## src/rtl/arith_pkg.sv

```systemverilog
// Shared arithmetic-datapath definitions: divider FSM states and a
// width helper for sizing counters.
package arith_pkg;

    typedef enum logic [1:0] {
        IDLE = 2'd0,
        BUSY = 2'd1,
        DONE = 2'd2
    } state_t;

    // Number of bits needed to hold values 0..v-1 (returns 0 for v<=1).
    function automatic int unsigned clog2(input int unsigned v);
        int unsigned w;
        w = 0;
        for (int unsigned i = 0; i < 32; i++) begin
            if ((64'd1 << i) < 64'(v)) begin
                w = i + 1;
            end
        end
        return w;
    endfunction

endpackage

```

## src/rtl/cla_adder.sv

```systemverilog
// W-bit carry-lookahead adder built from 4-bit groups; group
// generate/propagate terms form the carry chain between groups.
module cla_adder #(
    parameter int unsigned W = 9
) (
    input  logic [W-1:0] x,
    input  logic [W-1:0] y,
    input  logic         cin,
    output logic [W-1:0] sum,
    output logic         cout
);

    localparam int unsigned G  = 4;
    localparam int unsigned NG = (W + G - 1) / G;

    logic [W-1:0] g;
    logic [W-1:0] p;
    logic [W-1:0] c;

    assign g = x & y;
    assign p = x ^ y;

    always_comb begin
        logic carry;
        logic gg;
        logic gp;
        logic acc;
        c     = '0;
        carry = cin;
        for (int unsigned b = 0; b < NG; b++) begin
            gg  = 1'b0;
            gp  = 1'b1;
            acc = carry;
            for (int unsigned k = 0; k < G; k++) begin
                if (b * G + k < W) begin
                    c[b*G+k] = acc;
                    acc      = g[b*G+k] | (p[b*G+k] & acc);
                    gg       = g[b*G+k] | (p[b*G+k] & gg);
                    gp       = gp & p[b*G+k];
                end
            end
            carry = gg | (gp & carry);
        end
        cout = carry;
    end

    assign sum = p ^ c;

endmodule

```

## src/rtl/seq_divider.sv

```systemverilog
// Multi-cycle unsigned restoring divider: one quotient bit per cycle,
// trial subtraction on a shared carry-lookahead adder, valid/ready on both sides.
module seq_divider
    import arith_pkg::*;
#(
    parameter int unsigned N = 8
) (
    input  logic         clk,
    input  logic         rst,
    input  logic         in_valid,
    output logic         in_ready,
    input  logic [N-1:0] dividend,
    input  logic [N-1:0] divisor,
    output logic         out_valid,
    input  logic         out_ready,
    output logic [N-1:0] quotient,
    output logic [N-1:0] remainder,
    output logic         div_by_zero
);

    localparam int unsigned CW = clog2(N + 1);

    state_t        state;
    state_t        next;
    logic [N-1:0]  d_reg;
    logic [N-1:0]  qsr;
    logic [N:0]    r;
    logic [CW-1:0] cnt;
    logic          dbz;

    logic [N:0]    r_shift;
    logic [N:0]    trial;
    logic          no_borrow;
    logic          unused_r_msb;

    assign r_shift = {r[N-1:0], qsr[N-1]};

    // x - d computed as x + ~{0,d} + 1; carry-out high means no borrow.
    cla_adder #(.W(N + 1)) u_sub (
        .x    (r_shift),
        .y    (~{1'b0, d_reg}),
        .cin  (1'b1),
        .sum  (trial),
        .cout (no_borrow)
    );

    always_ff @(posedge clk) begin
        if (rst) begin
            state <= IDLE;
        end else begin
            state <= next;
        end
    end

    always_comb begin
        next = state;
        case (state)
            IDLE: begin
                if (in_valid) begin
                    next = (divisor == '0) ? DONE : BUSY;
                end
            end
            BUSY: begin
                if (cnt == CW'(1)) begin
                    next = DONE;
                end
            end
            DONE: begin
                if (out_ready) begin
                    next = IDLE;
                end
            end
            default: next = IDLE;
        endcase
    end

    always_ff @(posedge clk) begin
        if (rst) begin
            d_reg <= '0;
            qsr   <= '0;
            r     <= '0;
            cnt   <= '0;
            dbz   <= 1'b0;
        end else begin
            case (state)
                IDLE: begin
                    if (in_valid) begin
                        d_reg <= divisor;
                        cnt   <= CW'(N);
                        if (divisor == '0) begin
                            qsr <= '1;
                            r   <= {1'b0, dividend};
                            dbz <= 1'b1;
                        end else begin
                            qsr <= dividend;
                            r   <= '0;
                            dbz <= 1'b0;
                        end
                    end
                end
                BUSY: begin
                    cnt <= cnt - CW'(1);
                    qsr <= {qsr[N-2:0], no_borrow};
                    r   <= no_borrow ? trial : r_shift;
                end
                default: begin
                end
            endcase
        end
    end

    assign in_ready     = (state == IDLE);
    assign out_valid    = (state == DONE);
    assign quotient     = qsr;
    assign remainder    = r[N-1:0];
    assign div_by_zero  = dbz;
    // Remainder is always below the divisor, so the top bit stays clear.
    assign unused_r_msb = r[N];

endmodule

```

## config.mk

```make
export PLATFORM = sky130hd
export DESIGN_NAME = seq_divider
export DESIGN_NICKNAME = d
export VERILOG_FILES = /design/src/rtl/arith_pkg.sv /design/src/rtl/cla_adder.sv /design/src/rtl/seq_divider.sv
export SDC_FILE = /design/constraint.sdc
export NUM_CORES = 1
export LEC_CHECK = 0
export CORE_AREA = 2 2 64 66
export CTS_BUF_LIST = sky130_fd_sc_hd__clkbuf_4
export DETAILED_ROUTE_END_ITERATION = 16
export DIE_AREA = 0 0 66 68
export GPL_TIMING_DRIVEN = 0
export PLACE_DENSITY = 0.8
export SYNTH_ARGS = -nofsm -noshare
export SYNTH_HDL_FRONTEND = slang
export SYNTH_SLANG_ARGS = --single-unit
```

## constraint.sdc

```tcl
create_clock -name clk -period 3.75 [get_ports clk]
set_input_delay 0.375 -clock clk [delete_from_list [all_inputs] [get_ports clk]]
set_output_delay 0.375 -clock clk [all_outputs]
set_load 0.05 [all_outputs]
```

==> flow_summary_export.csv, run 1 <==
group,metric,value,unit
sta,finalHoldViolCount,0,
worst_setup_path,cp_data_required_time,4.00,ns
flow_run,maxCapViolations,0,
power_and_ir_drop,power,1.17,mW
sta,fin_crit,3.00,ns
synth,syn_nets,274,
synth,ys_async_sr_fraction,0,
grt,overflow,0,
worst_setup_path,setup.worst_path.end_class,"register",
drt,drc_errors,0,
cts,cts_sinks,31,
cts,ctsHoldBuffers,0,
drt,first_pass_iters,4,
synth,yosys_warnings,0,
final_layout,drive_gt1_frac,0.0848,
cts,clkTransAtPathRegs,0.10,ns
cts,cts_setup_buffers,0,
worst_setup_path,crit_fanout,4,
synth,synth-seq-cells,31,
sta,setup_viol,0,
sta,fin_skew,0.00572,ns
final_layout,diodes,0,
place,placed_cell_area,2400,um2
floorplan,initial_core_util,0.511,
sta,clock.fmax,0.333,GHz
drt,vias_per_cell,5.50,
worst_setup_path,crit_arrival,3.25,ns
final_layout,area_delta_synth_final,24.6,%
cts,worst_skew_pair.late_latency,0.34,ns
drt,drt_iter0_markers,161,
drt,vias,1831,
worst_setup_path,cp-start-kind,"register",
floorplan,die_area,4490,um2
drt,finalWirelength,4760,um
sta,post-route-period-util,0.800,
min_path,hold_depth,2,
floorplan,die_x,66,um
synth,ys_types,38,
synth,netlist_top_cells_area,"dfxtp_1 31%, ha_1 7.0%, nand2_1 6.7%",
worst_setup_path,r2r_cells,11,
grt,antenna_found_initial,0,
drt,ant_nets,0,
min_path,hold_path_class,"reg -> reg",
place,place_congestion,0.892,
place,dp_hpwl,3620,um
final_layout,stdcell_area,2460,um2
sta,tns,0,ns
final_layout,fillCellCount,367,
final_layout,fin_nets,318,
sta,slew_violations,0,
synth,syn_inst,238,
floorplan,fp.dieH,68,um
drt,routedWlPerCell,14.3,um
cts,numCtsBuffers,5,
floorplan,coreArea,3860,um2
power_and_ir_drop,powerDensity,478,nW/um2
synth,yosysSeqAreaShare,0.315,
cts,postCtsResizedCells,0,
synth,avgSynthCellArea,8.28,um2
floorplan,ioPinCount,39,
sta,rsz0062_at_grt,"no",
grt,grtUsageTotal,0.236,
cts,htreeDepth,2,
synth,netlist.area_leader.share,0.315,
sta,slew_headroom,0.524,
synth,yosysTopAreaCell,"dfxtp_1",
cts,cts-root-buf,"clkbuf_4",
cts,tritoncts,"built",
synth,synth_ff_type,"dfxtp_1",
worst_setup_path,worstSetupPathType,"reg -> reg",
grt,first_global_vias,1697,
grt,grt_pass1_wl,8000,um
synth,syn_area,1970,um2
synth,yosys.cell_count.top_type,"nand2_1",
synth,synth_edf_count,0,
grt,grt_max_degree,11,
cts,clockBufferDepth,2,
run_status,status,"finished, final reports clean",
place,portBuffers,37,
power_and_ir_drop,ir_worst_vdd,0.210,mV
power_and_ir_drop,leakage,0.874,nW
sta,worst_pin_slew,0.709,ns
floorplan,num_rows,23,
synth,synthTopCellsByCount,"35 x nand2_1, 31 x dfxtp_1, 22 x nor2_1",
[metal layers]
metal | global-route usage | wire (um) | up-vias
met5 | 0 | 0 | -
met4 | 0.0714 | 57 | 0
met3 | 0.0576 | 279 | 5
met2 | 0.388 | 2290 | 50
met1 | 0.309 | 2130 | 846
li1 | - | - | 930
[metrics by stage]
stage | util | setup WS [ns] | hold WS [ns] | cells
after floorplan | - | 0.682 | 0.436 | 238
after global placement | 0.623 | 0.813 | 0.444 | 325
after detailed placement | 0.623 | 0.787 | 0.453 | 325
after CTS | 0.637 | 0.762 | 0.469 | 333
after global routing | 0.637 | 0.612 | 0.502 | 333
final | 0.637 | 0.751 | 0.467 | 333
[layout make-up]
type | instances | area (um2) | area share
plain buffers | 12 | 50.0 | 0.0204
clock buffers | 5 | 37.5 | 0.0153
clock inverters | 3 | 15.0 | 0.00611
inverters | 18 | 67.6 | 0.0275
multi-input cells | 177 | 1230 | 0.502
flip-flops and latches | 31 | 621 | 0.253
well taps | 50 | 62.6 | 0.0255
repair buffers | 37 | 370 | 0.151
[final timing paths]
check / startpoint / end / slack, ns
setup reg to reg: quotient[7]$_SDFFE_PP0P_ / r[7]$_SDFFE_PP0P_ / 0.75
setup / recovery: quotient[7]$_SDFFE_PP0P_ / r[7]$_SDFFE_PP0P_ / 0.75
hold / removal: d_reg[3]$_SDFFE_PP0P_ / d_reg[3]$_SDFFE_PP0P_ / 0.47
hold reg to reg: d_reg[3]$_SDFFE_PP0P_ / d_reg[3]$_SDFFE_PP0P_ / 0.47
[kinds of logic after synthesis]
logic type      count (synthesis)  synth area share
compound gates                 63             0.256
xor+xnor                        3            0.0133
fa+ha+maj                      16             0.121
buf+inv                        30            0.0597
flops                          31             0.315
simple gates                   95             0.236
[worst max-delay path, cell delays in order, from the launching register on]
cell and delay (ns):
dfxtp_1 0.43, inv_1 0.09, ha_1 0.31, o21ai_1 0.13, a22o_1 0.26, fa_1 0.41, fa_1 0.40, fa_1 0.38
xor2_1 0.15, nor3_1 0.13, o21ai_1 0.10, o311ai_2 0.11
[power breakdown]
group          total (mW)  internal, mW  switching (mW)
Sequential          0.415         0.372          0.0430
Combinational       0.569         0.209           0.360
Clock               0.191        0.0686           0.123
[layout by cell type (no fill, tap or decap), types with 2 or more instances in the layout]
| master | n |
|---|---|
| inv_1 | 18 |
| clkinv_1 | 2 |
| nor2_1 | 22 |
| buf_2 | 4 |
| o21a_1 | 8 |
| clkdlybuf4s50_1 | 37 |
| fa_1 | 5 |
| nor3b_1 | 5 |
| nand2b_1 | 3 |
| clkbuf_4 | 5 |
| a21oi_1 | 17 |
| nand2_1 | 35 |
| o311ai_2 | 7 |
| nor4_4 | 2 |
| nand3_1 | 10 |
| nor3_1 | 12 |
| dfxtp_1 | 31 |
| clkbuf_1 | 7 |
| o21ai_1 | 12 |
| xnor2_1 | 2 |
| ha_1 | 11 |
| a311oi_1 | 8 |
Power figures use the tool's default switching activity.
==> run 2: changes to the inputs <==
--- a/config.mk
+++ b/config.mk
@@ -5,12 +5,12 @@
 export SDC_FILE = /design/constraint.sdc
 export NUM_CORES = 1
 export LEC_CHECK = 0
-export CORE_AREA = 2 2 64 66
+export CORE_AREA = 2 2 68 70
 export CTS_BUF_LIST = sky130_fd_sc_hd__clkbuf_4
 export DETAILED_ROUTE_END_ITERATION = 16
-export DIE_AREA = 0 0 66 68
+export DIE_AREA = 0 0 70 72
 export GPL_TIMING_DRIVEN = 0
-export PLACE_DENSITY = 0.8
+export PLACE_DENSITY = 0.75
 export SYNTH_ARGS = -nofsm -noshare
 export SYNTH_HDL_FRONTEND = slang
 export SYNTH_SLANG_ARGS = --single-unit
==> constraint.sdc (replaced) <==
create_clock -name clk -period 2.6 [get_ports clk]
set_input_delay 0.26 -clock clk [delete_from_list [all_inputs] [get_ports clk]]
set_output_delay 0.26 -clock clk [all_outputs]
set_load 0.05 [all_outputs]
==> run 2 against run 1 <==
  * The flow now finishes with violations (setup timing)
  * Die area is 12% higher
  * Sequential power is 46% higher
  * Utilization is 2.7 points lower
  * Non-clock buffer count is 4 higher
  * Combinational power is 59% higher
  * Via count is 5.0% higher
  * Fmax is 13% higher
  * Hold slack worse by 0.077 ns
  * Wire length is 12% higher
  * Clock power is 55% higher
  * Sequential cell count stayed put
  * Register-to-register slack worse by 0.80 ns
  * Critical path type unchanged
  * Largest cell class unchanged
==> flow_summary_export.csv, run 2 (synthesis results as in run 1) <==
group,metric,value,unit
sta,fin_crit,2.65,ns
worst_setup_path,cp_slowest_stage_delay,0.54,ns
run_status,violations,"setup timing",
sta,worst_pin_slew,0.663,ns
power_and_ir_drop,p_comb_frac,0.500,
worst_setup_path,cp_cell_sequence,"inv_2, ha_4, o21ai_2, a22o_1, fa_2, fa_2, fa_2, nor3_2, o21ai_1, o311ai_2",
final_layout,fin_nets,322,
floorplan,ioPinCount,39,
worst_setup_path,crit_family,"adder cells",
worst_setup_path,worstSetupPathType,"reg -> reg",
sta,finalHoldViolCount,0,
final_layout,fin_cells,339,
flow_run,maxCapViolations,0,
power_and_ir_drop,powerDensity,694,nW/um2
sta,tns,-0.0798,ns
power_and_ir_drop,net-switching-power,0.804,mW
power_and_ir_drop,clock_power_share,0.164,
grt,use_met3,0.0486,
cts,numCtsBuffers,5,
place,dp_hpwl,3840,um
final_layout,area_delta_synth_final,31.9,%
sta,clock.fmax,0.377,GHz
cts,tritoncts,"built",
sta,setup_viol,2,
cts,clkTransAtPathRegs,0.11,ns
sta,rsz0062_at_grt,"yes",
place,place_congestion,0.845,
place,dp_cells,327,
grt,first_global_vias,1744,
final_layout,mostFrequentLayoutCells,"37 x clkdlybuf4s50_1, 35 x nand2_1, 25 x dfxtp_1",
grt,antenna_found_initial,0,
final_layout,stdcell_area,2600,um2
grt,overflow,0,
worst_setup_path,cp_data_required_time,2.84,ns
worst_setup_path,setup.worst_path.end_class,"register",
power_and_ir_drop,switching_share,0.446,
sta,fin_ws,-0.0525,ns
final_layout,final_common_cell,"clkdlybuf4s50_1",
worst_setup_path,slowest_stage,"fa_2",
cts,cts_sinks,31,
floorplan,die_x,70,um
cts,worst_skew_pair.late_latency,0.36,ns
cts,htreeDepth,2,
sta,slew_violations,0,
cts,ctsHoldBuffers,0,
cts,cts-root-buf,"clkbuf_4",
worst_setup_path,crit_arrival,2.89,ns
power_and_ir_drop,p_int,1.00,mW
drt,routedWlPerCell,15.7,um
drt,drt_iter0_markers,118,
floorplan,num_rows,24,
power_and_ir_drop,ir_worst_vdd,0.327,mV
drt,first_pass_iters,4,
drt,vias,1922,
cts,clockBufferDepth,2,
drt,finalWirelength,5310,um
floorplan,fp.dieH,72,um
worst_setup_path,crit_buf_inv,1,
power_and_ir_drop,p_seq_frac,0.336,
grt,busiest_layer,"met2",
final_layout,diodes,0,
place,placed_cell_area,2440,um2
worst_setup_path,cp-start-kind,"register",
drt,vias_per_cell,5.67,
floorplan,coreArea,4260,um2
grt,met2_usage,0.354,
final_layout,drive_gt1_frac,0.171,
worst_setup_path,crit_fanout,3,
grt,grt_max_degree,11,
sta,post-route-period-util,1.02,
grt,grtUsageMet1,0.285,
run_status,status,"finished with violations",
min_path,hold_path_class,"in -> reg",
place,portBuffers,37,
power_and_ir_drop,leakage,0.909,nW
sta,fin_skew,0.0197,ns
power_and_ir_drop,power,1.80,mW
worst_setup_path,crit_path_frequent_cell,"fa_2",
floorplan,die_area,5040,um2
sta,slew_headroom,0.555,
drt,drc_errors,0,
grt,grt_pass1_wl,8570,um
drt,ant_nets,0,
floorplan,initial_core_util,0.462,
grt,grtUsageTotal,0.217,
## run 2: changes by cell type in the layout (fill, tap and decap cells not counted), sizes merged
cell      previous run  this run
buf                  5         9
clkbuf              12        13
clkinvlp             1         0
## run 2: final timing paths
path                         startpoint                     to  slack [ns]  depth (start not counted)
setup / recovery  d_reg[3]$_SDFFE_PP0P_      r[6]$_SDFFE_PP0P_       -0.05                         10
hold / removal                      rst      r[7]$_SDFFE_PP0P_        0.39                          4
setup reg to reg  d_reg[3]$_SDFFE_PP0P_      r[6]$_SDFFE_PP0P_       -0.05                         10
hold reg to reg   d_reg[2]$_SDFFE_PP0P_  d_reg[2]$_SDFFE_PP0P_        0.47                          2
## run 2: per-layer routing
layer  share of wire  vias to the layer above
li1                -                      941
met1            0.44                      901
met2            0.48                       68
met3           0.068                       12
met4           0.019                        0
met5               0                        -
## run 2: what timing repair did
| item | 4_1_cts | 5_1_grt |
|---|---|---|
| setup buffers | 4 | 0 |
| pin swaps | 1 | 1 |
| gates resized for setup | 14 | 1 |
| endpoints found under the setup margin | 2 | 2 |
| endpoints found under the hold margin | 0 | 0 |
## run 2: worst min-delay path, cell delays in order
cell	delay (ns)
buf_2	0.19
nor3b_1	0.08
nand3_1	0.09
o311ai_2	0.09
## run 2: power groups by stage
stage	Clock [mW]	Sequential [mW]	Combinational [mW]
after floorplan	0	0.736	0.461
after global placement	0	0.610	0.821
after detailed placement	0	0.612	0.836
after CTS	0.298	0.605	0.889
after global routing	0.312	0.617	0.977
final	0.296	0.606	0.902
## run 2: through the flow
| step | utilization | setup WS [ns] | hold slack [ns] |
|---|---|---|---|
| after floorplan | - | -0.0268 | 0.396 |
| after global placement | 0.572 | -0.111 | 0.444 |
| after detailed placement | 0.572 | -0.163 | 0.458 |
| after CTS | 0.607 | -0.0212 | 0.393 |
| after global routing | 0.610 | -0.132 | 0.420 |
| final | 0.610 | -0.0525 | 0.390 |
## run 2: area by class of cell
type | instances | area, um2
plain buffers | 12 | 50.0
clock buffers | 6 | 45.0
clock inverters | 2 | 8.76
fillers | 378 | 1660
inverters | 18 | 70.1
multi-input cells | 177 | 1320
flip-flops and latches | 31 | 638
well taps | 52 | 65.1
repair buffers | 41 | 400
